--- src/rtl/ctrl_pkg.sv ---
// Shared definitions for the multi-cycle CPU controller: state encoding,
// MIPS opcode/funct constants, ALU operation and PC source encodings.
package ctrl_pkg;

  typedef enum logic [3:0] {
    S_IF     = 4'd0,
    S_ID     = 4'd1,
    S_EXE_R  = 4'd2,
    S_EXE_I  = 4'd3,
    S_EXE_MA = 4'd4,
    S_EXE_BR = 4'd5,
    S_MEM_RD = 4'd6,
    S_MEM_WR = 4'd7,
    S_WB_R   = 4'd8,
    S_WB_I   = 4'd9,
    S_WB_LD  = 4'd10,
    S_HALT   = 4'd11
  } state_t;

  localparam logic [5:0] OP_RTYPE = 6'b000000;
  localparam logic [5:0] OP_ORI   = 6'b001101;
  localparam logic [5:0] OP_LW    = 6'b100011;
  localparam logic [5:0] OP_SW    = 6'b101011;
  localparam logic [5:0] OP_BEQ   = 6'b000100;
  localparam logic [5:0] OP_J     = 6'b000010;
  localparam logic [5:0] OP_HALT  = 6'b111111;

  localparam logic [5:0] FN_ADD = 6'b100000;
  localparam logic [5:0] FN_SUB = 6'b100010;

  localparam logic [1:0] ALU_ADD = 2'd0;
  localparam logic [1:0] ALU_SUB = 2'd1;
  localparam logic [1:0] ALU_OR  = 2'd2;

  localparam logic [1:0] PC_SEQ    = 2'd0;
  localparam logic [1:0] PC_BRANCH = 2'd1;
  localparam logic [1:0] PC_JUMP   = 2'd2;

  // Only add and sub are implemented among the R-type functs.
  function automatic logic rtype_funct_ok(input logic [5:0] funct);
    return (funct == FN_ADD) || (funct == FN_SUB);
  endfunction

endpackage

--- src/rtl/alu_op_decode.sv ---
// Combinational ALU operation decode from controller state and IR fields.
// The operation is held through MEM/WB so the ALU result stays stable.
module alu_op_decode
  import ctrl_pkg::*;
#(
  parameter int OPW = 6
) (
  input  state_t         state,
  input  logic [OPW-1:0] opcode,
  input  logic [OPW-1:0] funct,
  output logic [1:0]     alu_ctrl
);

  always_comb begin
    alu_ctrl = ALU_ADD;
    case (state)
      S_EXE_R, S_WB_R: begin
        if (opcode == OP_RTYPE && funct == FN_SUB) alu_ctrl = ALU_SUB;
      end
      S_EXE_I, S_WB_I: alu_ctrl = ALU_OR;
      S_EXE_BR:        alu_ctrl = ALU_SUB;
      default:         alu_ctrl = ALU_ADD;
    endcase
  end

endmodule

--- src/rtl/multi_cycle_ctrl.sv ---
// Multi-cycle CPU control FSM: one instruction phase per clock.
// Optional performance counters are built when CTRL_PERF_CNT_EN is defined.
module multi_cycle_ctrl
  import ctrl_pkg::*;
#(
  parameter int OPW = 6,
  parameter int SW  = 4
) (
  input  logic           Clk,
  input  logic           Reset,
  input  logic [OPW-1:0] Opcode,
  input  logic [OPW-1:0] Funct,
  input  logic           Zero,
  output logic           PCWrite,
  output logic [1:0]     PCSrc,
  output logic           IRWrite,
  output logic           RegWrite,
  output logic           RegDst,
  output logic           AluSrcB,
  output logic           ExtSel,
  output logic [1:0]     AluCtrl,
  output logic           MemRead,
  output logic           MemWrite,
  output logic           MemToReg,
  output logic           Halted,
  output logic [SW-1:0]  State,
  output logic [31:0]    CycleCount,
  output logic [31:0]    InstrCount
);

  state_t     state;
  logic [1:0] alu_op;

  always_ff @(posedge Clk) begin
    if (Reset) begin
      state <= S_IF;
    end else begin
      case (state)
        S_IF: state <= S_ID;
        S_ID: begin
          case (Opcode)
            OP_RTYPE: state <= rtype_funct_ok(Funct) ? S_EXE_R : S_IF;
            OP_ORI:   state <= S_EXE_I;
            OP_LW,
            OP_SW:    state <= S_EXE_MA;
            OP_BEQ:   state <= S_EXE_BR;
            OP_HALT:  state <= S_HALT;
            default:  state <= S_IF;  // j and undefined encodings
          endcase
        end
        S_EXE_R:  state <= S_WB_R;
        S_EXE_I:  state <= S_WB_I;
        S_EXE_MA: state <= (Opcode == OP_LW) ? S_MEM_RD : S_MEM_WR;
        S_MEM_RD: state <= S_WB_LD;
        S_HALT:   state <= S_HALT;
        default:  state <= S_IF;
      endcase
    end
  end

  alu_op_decode #(.OPW(OPW)) u_alu_op_decode (
    .state    (state),
    .opcode   (Opcode),
    .funct    (Funct),
    .alu_ctrl (alu_op)
  );

  // Reset gates every control output so no write fires on a reset cycle.
  always_comb begin
    PCWrite  = 1'b0;
    PCSrc    = PC_SEQ;
    IRWrite  = 1'b0;
    RegWrite = 1'b0;
    RegDst   = 1'b0;
    AluSrcB  = 1'b0;
    ExtSel   = 1'b0;
    AluCtrl  = ALU_ADD;
    MemRead  = 1'b0;
    MemWrite = 1'b0;
    MemToReg = 1'b0;
    Halted   = 1'b0;
    if (!Reset) begin
      AluCtrl = alu_op;
      case (state)
        S_IF: begin
          IRWrite = 1'b1;
          PCWrite = 1'b1;
        end
        S_ID: begin
          if (Opcode == OP_J) begin
            PCWrite = 1'b1;
            PCSrc   = PC_JUMP;
          end
        end
        S_EXE_I:  AluSrcB = 1'b1;
        S_EXE_MA: begin
          AluSrcB = 1'b1;
          ExtSel  = 1'b1;
        end
        S_EXE_BR: begin
          PCSrc   = PC_BRANCH;
          PCWrite = Zero;
        end
        S_MEM_RD: begin
          MemRead = 1'b1;
          AluSrcB = 1'b1;
        end
        S_MEM_WR: begin
          MemWrite = 1'b1;
          AluSrcB  = 1'b1;
        end
        S_WB_R: begin
          RegWrite = 1'b1;
          RegDst   = 1'b1;
        end
        S_WB_I: begin
          RegWrite = 1'b1;
          AluSrcB  = 1'b1;
        end
        S_WB_LD: begin
          RegWrite = 1'b1;
          MemToReg = 1'b1;
          AluSrcB  = 1'b1;
        end
        S_HALT:  Halted = 1'b1;
        default: ;
      endcase
    end
  end

  assign State = SW'(state);

`ifdef CTRL_PERF_CNT_EN
  logic [31:0] cycle_cnt;
  logic [31:0] instr_cnt;

  always_ff @(posedge Clk) begin
    if (Reset) begin
      cycle_cnt <= '0;
      instr_cnt <= '0;
    end else begin
      if (state != S_HALT) cycle_cnt <= cycle_cnt + 32'd1;
      if (state == S_IF)   instr_cnt <= instr_cnt + 32'd1;
    end
  end

  assign CycleCount = Reset ? '0 : cycle_cnt;
  assign InstrCount = Reset ? '0 : instr_cnt;
`else
  assign CycleCount = '0;
  assign InstrCount = '0;
`endif

endmodule

--- config.mk ---
export PLATFORM = sky130hd
export DESIGN_NAME = multi_cycle_ctrl
export DESIGN_NICKNAME = d
export VERILOG_FILES = /design/src/rtl/ctrl_pkg.sv /design/src/rtl/alu_op_decode.sv /design/src/rtl/multi_cycle_ctrl.sv
export SDC_FILE = /design/constraint.sdc
export NUM_CORES = 1
export LEC_CHECK = 0
export CAP_MARGIN = 20
export CORE_MARGIN = 2
export CORE_UTILIZATION = 32
export DETAILED_ROUTE_END_ITERATION = 6
export GPL_ROUTABILITY_DRIVEN = 0
export PLACE_DENSITY = 0.86
export SKIP_CTS_REPAIR_TIMING = 1
export SLEW_MARGIN = 10
export SYNTH_ARGS = -nofsm -noshare
export SYNTH_HDL_FRONTEND = slang
export SYNTH_SLANG_ARGS = --single-unit
export TNS_END_PERCENT = 1
--- constraint.sdc ---
create_clock -name Clk -period 3.8 [get_ports Clk]
set_input_delay 0.57 -clock Clk [delete_from_list [all_inputs] [get_ports Clk]]
set_output_delay 0.57 -clock Clk [all_outputs]
set_load 0.01 [all_outputs]
* After elaboration in Yosys (flattened, before gate mapping)
Index checks and enable logic that the tools add are counted.
** Storage, ports and cells
- Bits in registers :: 4
- Bits in latches :: 0
- RAM bits :: 0
- ROM bits :: 0
- Output and inout bits :: 82
- Memories :: 0
** Operators by class
- Add/subtract/negate cells :: 0
- $mul :: 0
- Divide/modulo/power cells :: 0
- Magnitude comparators :: 0
- Equal/unequal tests :: 19
- Shifts and indexed selects :: 0
- Mux-type cells :: 31
- Bitwise logic cells :: 0
- Reductions and logical operators :: 9
** Operators with widths (number)
- 6-bit equality test (second input constant) :: 5
- 4-bit case mux with 7 select lines :: 1
- 1-bit 2-to-1 mux :: 22
- 4-bit case mux with 5 select lines :: 1
- 4-bit by 3-bit equality test with 1-bit output (second input constant) :: 4
- 4-bit equality test (second input constant) :: 4
- 4-bit by 2-bit equality test with 1-bit output (second input constant) :: 2
- 2-bit 2-to-1 mux :: 4
- 6-bit by 2-bit equality test with 1-bit output (second input constant) :: 1
- 6-bit by 3-bit equality test with 1-bit output (second input constant) :: 1
- 6-bit by 4-bit equality test with 1-bit output (second input constant) :: 1
- 6-bit logical NOT :: 1
- 2-bit case mux with 3 select lines :: 1
- 2-bit OR reduction :: 3
- 6-bit OR reduction :: 1
- 4-bit by 1-bit equality test with 1-bit output (second input constant) :: 1
- 4-bit logical NOT :: 1
- 2-bit case mux with 2 select lines :: 1
- 1-bit case mux with 3 select lines :: 1
- 3-bit OR reduction :: 1
- 1-bit logical AND :: 1
- 1-bit logical OR :: 1

* Logic depth before layout (Yosys ltp)
- Word-level depth :: 5
- Mapped depth :: 5

* Cells and area by module
From an unflattened synthesis, not the netlist that was laid out.
** Second synthesis, totals
- Cells, all modules :: 148
- Area total of the unflattened synthesis :: 1061.0 um^2
** Modules (own cells, without submodules)
- multi_cycle_ctrl :: instances 1, cells each 138, area an instance 983.4 um^2, seq. area each 80.1 um^2
- alu_op_decode :: instances 1, cells each 10, area an instance 77.6 um^2, seq. area each 0.0 um^2

* Worst setup path before layout
Ideal clock, no wire load.
- Path kind :: input to output
- From :: in Reset
- To :: out PCWrite
- Arrival :: 1466 ps
- Data required time :: 3230 ps
- Setup slack :: 1764 ps
- Stages on the path :: 3
- Path through :: buf_2 nor4b_1 a31o_2
** On the way
- Word-level cells in the longest chain between the ends :: 1
** Ends and longest elaborated chain
- start, declared :: line multi_cycle_ctrl.sv:10 : input logic Reset,
- 1-bit 2-to-1 mux :: line multi_cycle_ctrl.sv:82 : if (!Reset) begin
- end, declared :: line multi_cycle_ctrl.sv:14 : output logic PCWrite,
Every way passes these cells.

* Final worst setup path
- From :: in Opcode[3]
- To :: out PCWrite
** On the way
- Word-level cells in the longest chain between the ends :: 4
** Ends and longest elaborated chain
- start, declared :: line multi_cycle_ctrl.sv:11 : input logic [OPW-1:0] Opcode,
- 6-bit by 2-bit equality test with 1-bit output :: line multi_cycle_ctrl.sv:90 : if (Opcode == OP_J) begin
- 1-bit 2-to-1 mux :: line multi_cycle_ctrl.sv:90
- 1-bit case mux with 3 select lines :: line multi_cycle_ctrl.sv:84 : case (state)
- 1-bit 2-to-1 mux :: line multi_cycle_ctrl.sv:82
Every way passes these cells.

==> out/summary.json <==
{
  "run_status": {
    "result_of_the_run": "completed"
  },
  "grt": {
    "number_of_global_route_vias_before_repair": 665,
    "grt_antenna_before_repair": 0,
    "grt_max_degree": 18,
    "overflow": 0,
    "grt_first_pass_wirelength_um": 2920,
    "grt_util_all_layers_pct": 10.9
  },
  "routing": {
    "vias": 830,
    "detailedRoute.firstPassIterationCount": 4,
    "drt-wirelength-per-cell_um": 9.70,
    "postRouteWirelength_um": 1930,
    "final_antenna_net_count": 0,
    "detail_route.iter0.violations": 32,
    "route.detailed.vias_per_inst": 4.17,
    "drc": 0
  },
  "sta": {
    "layout_min_cycle_time_ns": 3.06,
    "setup_violations": 0,
    "final.setup.tns_ns": 0,
    "achievable-frequency_mhz": 327,
    "final-max-slew-violation-count": 0,
    "normalized_max_slew_margin_pct": 63.7,
    "worst_slew_pin_slew_ns": 0.543,
    "hold_vio_cnt_final": 0,
    "rsz0062_at_grt": "false",
    "timing.final.crit_share_pct": 80.5,
    "worst_clock_skew_on_the_final_layout_ns": 0.00197
  },
  "power_and_ir_drop": {
    "power_frac_comb_pct": 42.2,
    "p_int_uw": 107,
    "switching_share_pct": 40.3,
    "leakagePower_uw": 0.000491,
    "clkPwrFrac_pct": 30.6,
    "power_per_cell_area_mw_per_mm2": 163,
    "switchingPower_uw": 72.4,
    "p_seq_share_pct": 27.2,
    "ir_drop_v": 0.000108
  },
  "clocking": {
    "cts.root.buffer_cell": "clkbuf_4",
    "clock_tree.htree_level_count": 1,
    "clk_transition_reported_paths_ns": 0.04,
    "insertion_delay_ns": 0.24,
    "number_of_sinks_on_the_clock_net": 4,
    "clockBufferDepth": 2,
    "tritoncts_clock_tree": "done",
    "cts_made_buffers": 3
  },
  "floorplanning": {
    "placementRows": 20,
    "start_util_pct": 33.1,
    "ioPinCount": 97,
    "core_area_mm2": 0.00298,
    "die_area_mm2": 0.00354,
    "die_width_um": 59.5,
    "die-height_um": 59.5
  },
  "synthesis": {
    "syn-cell-area_um2": 985,
    "synthesis.yosys.warnings": 0,
    "netlist_instances": 137,
    "synth.ff_latch_count": 4,
    "synth_cell_type_count": 37,
    "synth_sequential_area_ratio_pct": 8.13,
    "avgSynthCellArea_um2": 7.19,
    "synth_area_leader": "buf_4",
    "synth_area_leaders": "buf_4 49%, dfxtp_1 8.1%, nor2_1 4.2%",
    "synth_top_area_share_pct": 48.8
  },
  "layout": {
    "final_net_count": 183,
    "layout_commonest_cell": "conb_1",
    "layout-area-overhead-vs-synth_pct": 11.8,
    "max_ffs_per_register": 4,
    "layout.cells.most_common_list": "64 x conb_1, 32 x clkdlybuf4s50_1, 11 x nor2_1",
    "layoutNonFillerInstCount": 199,
    "post-route-cell-area_mm2": 0.00110,
    "antenna_cells": 0,
    "final_layout_size_suffix_gt1_share_pct": 5.42
  },
  "worst_setup_path": {
    "worstPathRequired_ns": 3.23,
    "startpoint_type": "input pin",
    "path_max_fanout": 6,
    "critPathCaptureType": "output pin",
    "timing.critical_path.arrival_ns": 2.49,
    "setup.worst_path.class": "input pin to output pin"
  },
  "flow_run": {
    "maxCapViolations": 0
  },
  "place": {
    "place.detailed.hpwl_um": 1570,
    "dp.cells": 196,
    "portBuffers": 32,
    "placed_area_mm2": 0.00108
  },
  "min_path": {
    "holdCritPathClass": "flip-flop to flip-flop"
  }
}
==> synth_stat cells <==
master / instances
mux2i_1: 1
or3_1: 2
a221oi_1: 1
or4_4: 1
nor3b_1: 1
nand4_1: 1
a31oi_1: 2
a2111oi_2: 1
nand2_1: 5
nor3_1: 4
nor2b_1: 2
clkbuf_1: 1
a31o_2: 1
buf_4: 64
nand3b_1: 3
xnor2_1: 1
o21ai_0: 1
nor4b_1: 1
nor2_1: 11
nand2b_1: 3
a21oi_1: 2
inv_1: 2
nor4_1: 4
and2_1: 1
nand3_1: 1
or2_1: 1
o22ai_1: 2
and3_1: 2
dfxtp_1: 4
a32oi_1: 1
buf_2: 4
nand4b_1: 1
mux2_2: 1
nor3_2: 1
o41ai_2: 1
conb_1: 1
a21boi_0: 1
==> through the flow <==
step	setup slack, ns	utilization [%]	total power [uW]	hold WS [ns]
after floorplan	1.76	-	145	0.602
after global placement	0.797	36.2	122	0.750
after detailed placement	0.714	36.2	124	0.769
after CTS	0.719	37.0	180	0.779
after global routing	0.552	37.0	195	0.832
final	0.742	37.0	180	0.775
==> logic make-up after synthesis <==
logic type / synth area share [%]
compound gates: 10.7
flops: 8.13
other cells: 0.381
xor+xnor: 0.890
simple gates: 25.8
buf+inv: 52.0
mux: 2.16
==> power groups by stage <==
stage | Clock, uW | Combinational [uW] | Sequential (uW)
finish | 55.0 | 75.7 | 48.8
global placement | 0 | 73.1 | 49.3
floorplan | 0 | 98.3 | 46.5
CTS | 57.1 | 74.3 | 48.9
global route | 61.7 | 83.9 | 49.6
detailed placement | 0 | 74.1 | 49.5
==> metal layers <==
layer	vias up	track usage (%)	routed length [um]
met3	2	4.37	227
li1	397	-	-
met1	372	12.4	790
met4	0	3.90	19
met2	59	18.4	892
met5	-	0	0
==> layout make-up <==
| class | instances | area [um2] |
|---|---|---|
| fill | 334 | 1880 |
| tap | 33 | 41.3 |
| inverter | 2 | 7.51 |
| clock buffer | 3 | 22.5 |
| sequential | 4 | 80.1 |
| timing repair buffer | 32 | 320 |
| multi-input combinational | 125 | 629 |
==> path summary, 6_finish.rpt <==
kind                                  to  slack, ns  depth (start not counted)  startpoint
worst max-delay path             PCWrite       0.74                          6   Opcode[3]
worst min-delay path            State[3]       0.78                          2    State[0]
worst min register to register  State[3]       0.78                          2    State[0]
worst max register to register  State[2]       2.14                          4    State[0]
==> critical path: stages <==
cell,delay (ns)
clkdlybuf4s50_1,0.49
nor4_1,0.41
nand3b_1,0.16
o21ai_0,0.17
a31o_2,0.17
clkdlybuf4s50_1,0.53
No activity file was read; power rests on OpenSTA's default activity.
==> RTL edit 1, RTL diff (config.mk and constraints unchanged) <==
The parameter `SW` goes from 4 to 5.
--- a/src/rtl/multi_cycle_ctrl.sv
+++ b/src/rtl/multi_cycle_ctrl.sv
@@ -6,3 +6,3 @@
   parameter int OPW = 6,
-  parameter int SW  = 4
+  parameter int SW  = 5
 ) (
Ports: changed (resized State); port bits go from 97 to 98. No check against the original RTL was run, so the function may have changed too.
==> RTL edit 1 against the unedited design <==
Routed wire length is 3.0% lower; largest cell class unchanged; sequential cell count did not move; highest routed layer is now met3; worst setup slack improved by 32 ps; via count is 2.8% lower; synthesized area grew 0.76%; critical path type unchanged; clock skew shrank 1.8 ps; total power decreased by 2.0%; cell area up 0.34%.
==> RTL edit 1: results (changes against the unedited design) <==
drive_above_1_share_pct: 5.389  # was 5.422%
synthArstFlopShare_pct: 0  # unchanged
crit_arrival_ps: 2460  # was 2490 ps
nets: 184  # was 183
hpwl_mm: 1.522  # was 1.572 mm
synth_common_cells: "buf_4, nor2_1, nand2_1"  # unchanged
antenna_found_initial: 0  # unchanged
post_drt_wl_per_cell_microns: 9.360  # was 9.698 microns
cts_buffer_depth: 2  # unchanged
fin_skew_ps: 0.1867  # was 1.972 ps
hp-class: "flip-flop to flip-flop"  # unchanged
yosys.cell_types.count: 37  # unchanged
drtIter0Drc: 15  # was 32
reg2reg_from: "state[0]"  # was State[0]
vias: 807  # was 830
seqPwrFrac_pct: 27.8  # was 27.2%
synth_warnings: 0  # unchanged
comb_power_share_pct: 42.9  # was 42.2%
largest_reg_flops: 4  # unchanged
placedInstanceArea_sq_um: 1082  # was 1079 sq um
viasPerCell: 4.035  # was 4.171
cts_buffers: 3  # unchanged
synthFlopType: "dfxtp_1"  # unchanged
seq_area_frac_synth_pct: 8.071  # was 8.132%
path_max_fanout: 6  # unchanged
grt_pass1_wl_mm: 2.580  # was 2.918 mm
dr.pass1.iters: 4  # unchanged
clk_pin_slew_ps: 40  # about the same
grt_pass1_vias: 587  # was 665
outcome: "complete, no violations"  # unchanged
internal-power_w: 0.0001069  # was 0.0001071 W
dp.cells: 197  # was 196
synthTopCellsByArea: "buf_4, dfxtp_1, nor2_1"  # unchanged
powerSeq_w: 0.0000489  # was 0.0000488 W
nFillCells: 332  # was 334
p_leak_nw: 0.4946  # was 0.4914 nW
synth_cells: 138  # was 137
holdCritStartpoint: "state[0]"  # was State[0]
track_usage_pct: 9.827  # was 10.93%
dp_slack_ps: 748.1  # was 714.1 ps
cp_top_family: "buffers and inverters"  # unchanged
relSlewSlack_pct: 63.56  # was 63.74%
grt_max_degree: 18  # unchanged
ir_drop_uv: 52.14  # was 108.0 uV
-- RTL edit 1: metal layers --
metal | global-route usage [%] | up-vias | wire [microns]
li1 | - | 398 | -
met1 | 13.07 | 349 | 803
met2 | 14.13 | 60 | 853
met3 | 1.948 | 0 | 215
met4 | 6.667 | 0 | 0
met5 | 0 | - | 0
-- RTL edit 1: layout make-up --
cell class | count | area, sq um | area share (%)
repair buffers | 32 | 320.3 | 28.99
inverters | 2 | 7.507 | 0.6795
flip-flops and latches | 4 | 80.08 | 7.248
multi-input cells | 126 | 633.1 | 57.30
well taps | 33 | 41.29 | 3.737
clock buffers | 3 | 22.52 | 2.039
-- RTL edit 1: cell families after synthesis --
logic type      count (synthesis)  synth area share, %
other cells                     1               0.3779
xor+xnor                        1               0.8829
buf+inv                        72                52.33
compound gates                 13                10.59
mux                             2                2.144
flops                           4                8.071
simple gates                   45                25.60
-- RTL edit 1: metrics by stage --
stage	utilization, %	hold slack, ps
2_1_floorplan	-	602.1
3_3_place_gp	36.04	744.4
3_5_place_dp	36.04	769.9
4_1_cts	36.79	777.9
5_1_grt	36.79	830.3
6_report	36.79	774.6
-- RTL edit 1: path summary, 6_finish.rpt --
check,slack [ps],to
max,770,PCWrite
min,770,state[3]
min reg2reg,770,state[3]
max reg2reg,2150,state[2]
-- RTL edit 1: worst register-to-register path, delay by kind of cell (launching register included) --
family | cells | cell delay, ps
AND/OR/NAND/NOR | 4 | 950
flip-flops | 1 | 650
==> RTL edit 2, RTL diff (same settings) <==
Made on the original files. Register the inputs `Opcode`, `Funct` and `Zero` before use. The logic sees them one clock later.
--- a/src/rtl/multi_cycle_ctrl.sv
+++ b/src/rtl/multi_cycle_ctrl.sv
@@ -30,2 +30,12 @@
 
+  logic [OPW-1:0] Opcode_q;
+  logic [OPW-1:0] Funct_q;
+  logic Zero_q;
+
+  always_ff @(posedge Clk) begin
+    Opcode_q <= Opcode;
+    Funct_q  <= Funct;
+    Zero_q   <= Zero;
+  end
+
   state_t     state;
@@ -40,4 +50,4 @@
         S_ID: begin
-          case (Opcode)
-            OP_RTYPE: state <= rtype_funct_ok(Funct) ? S_EXE_R : S_IF;
+          case (Opcode_q)
+            OP_RTYPE: state <= rtype_funct_ok(Funct_q) ? S_EXE_R : S_IF;
             OP_ORI:   state <= S_EXE_I;
@@ -52,3 +62,3 @@
         S_EXE_I:  state <= S_WB_I;
-        S_EXE_MA: state <= (Opcode == OP_LW) ? S_MEM_RD : S_MEM_WR;
+        S_EXE_MA: state <= (Opcode_q == OP_LW) ? S_MEM_RD : S_MEM_WR;
         S_MEM_RD: state <= S_WB_LD;
@@ -62,4 +72,4 @@
     .state    (state),
-    .opcode   (Opcode),
-    .funct    (Funct),
+    .opcode   (Opcode_q),
+    .funct    (Funct_q),
     .alu_ctrl (alu_op)
@@ -89,3 +99,3 @@
         S_ID: begin
-          if (Opcode == OP_J) begin
+          if (Opcode_q == OP_J) begin
             PCWrite = 1'b1;
@@ -101,3 +111,3 @@
           PCSrc   = PC_BRANCH;
-          PCWrite = Zero;
+          PCWrite = Zero_q;
         end
Behaviour: not the same (a bounded check fails within 4 cycles, from zero or initial values and one cycle with Reset high).
==> RTL edit 2 against the unedited design <==
Routed wire length increased by 10%; clock skew rose by 0.62 ps; core utilization grew 0.77 points; worst setup slack improved by 79 ps; clock power up 130%; critical path type unchanged; total power increased by 120%; count of clock-buffer cells in the layout up 1; sequential cell count up 13; cell area is 25% higher; synthesized area is 23% higher; non-clock buffer count unchanged.
==> RTL edit 2: results (changes against the unedited design) <==
htreeDepth: 1  # unchanged
grt_pass1_wl_mm: 3.215  # was 2.918 mm
synth_common_cells: "buf_4, dfxtp_1, nor2_1"  # was buf_4, nor2_1, nand2_1
dr.pass1.iters: 5  # was 4
viasPerCell: 4.039  # was 4.171
antenna_cells: 0  # unchanged
cp_top_family: "buffers and inverters"  # unchanged
outcome: "complete, no violations"  # unchanged
antenna_found_initial: 0  # unchanged
cts_buffer_depth: 2  # unchanged
powerSeq_w: 0.000198  # was 0.0000488 W
powerClk_w: 0.000128  # was 0.0000550 W
drive_above_1_share_pct: 2.778  # was 5.422%
dp.cells: 224  # was 196
whs_path_depth: 2  # unchanged
cts_buffers: 3  # unchanged
fin_skew_ps: 2.596  # was 1.972 ps
post_drt_wl_per_cell_microns: 9.342  # was 9.698 microns
finalInstanceArea_sq_um: 1371  # was 1101 sq um
grt_pass1_vias: 739  # was 665
yosys.cell_types.count: 30  # was 37
hp-class: "flip-flop to flip-flop"  # unchanged
placedInstanceArea_sq_um: 1326  # was 1079 sq um
cts_root_buf: "clkbuf_8"  # was clkbuf_4
synthAdderAreaFrac_pct: 0  # unchanged
hpwl_mm: 1.723  # was 1.572 mm
synth_warnings: 0  # unchanged
path_max_fanout: 8  # was 6
synth_top_family_by_area: "buffers and inverters"  # unchanged
slowest_delay_ps: 570  # was 530 ps
ir_drop_uv: 319.3  # was 108.0 uV
grt_max_degree: 16  # was 18
syn_avg_cell_area_sq_um: 8.058  # was 7.188 sq um
r2r_cells: 4  # unchanged
synthMuxAreaShare_pct: 0  # was 2.160%
synthArstFlopShare_pct: 0  # unchanged
synth-compound-area-share_pct: 10.66  # was 10.67%
synthTopCellsByArea: "buf_4, dfxtp_1, nor2_1"  # unchanged
clock_latency_ps: 250
port_buffers: 32  # unchanged
seq_area_frac_synth_pct: 28.16  # was 8.132%
nets: 196  # was 183
crit_arrival_ps: 2410  # was 2490 ps
dp_slack_ps: 839.4  # was 714.1 ps
cpMaxStageDelayCell: "clkdlybuf4s50_1"  # unchanged
drt_wl_total_mm: 2.130  # was 1.930 mm
synthXorXnorAreaFrac_pct: 1.449  # was 0.8895%
track_usage_pct: 9.733  # was 10.93%
seqPwrFrac_pct: 49.6  # was 27.2%
internal-power_w: 0.0002891  # was 0.0001071 W
drtIter0Drc: 7  # was 32
p_leak_nw: 0.6019  # was 0.4914 nW
synthFlopType: "dfxtp_1"  # unchanged
clk_pin_slew_ps: 60  # was 40 ps
## RTL edit 2: changes by cell type after synthesis, sizes merged, moves of 3 or more
cell / unedited run / this run
dfxtp: 4 / 17
nand2: 5 / 8
a211oi: 0 / 3
clkbuf: 1 / 5
nor2: 11 / 14
nand3b: 3 / 0
buf: 68 / 64
## RTL edit 2: worst paths after layout
path / startpoint / end / slack, ps
setup / recovery: Reset / RegDst / 820
hold / removal: Funct_q[5] / State[1] / 580
setup reg to reg: State[3] / State[0] / 2310
hold reg to reg: Funct_q[5] / State[1] / 580
## RTL edit 2: cell type report
class | count | area (sq um)
repair buffers | 32 | 320.3
multi-input cells | 126 | 601.8
flip-flops and latches | 17 | 340.3
fillers | 384 | 2262
well taps | 48 | 60.06
clock buffers | 4 | 45.04
inverters | 1 | 3.754
## RTL edit 2: routing by layer
layer	global-route usage (%)	vias up	wire, microns	part of all wire (%)
met5	0	-	0	0
met4	5.729	0	56	2.6
met3	3.082	6	264	12
met2	15.69	81	1059	50
met1	11.26	395	749	35
li1	-	439	-	-
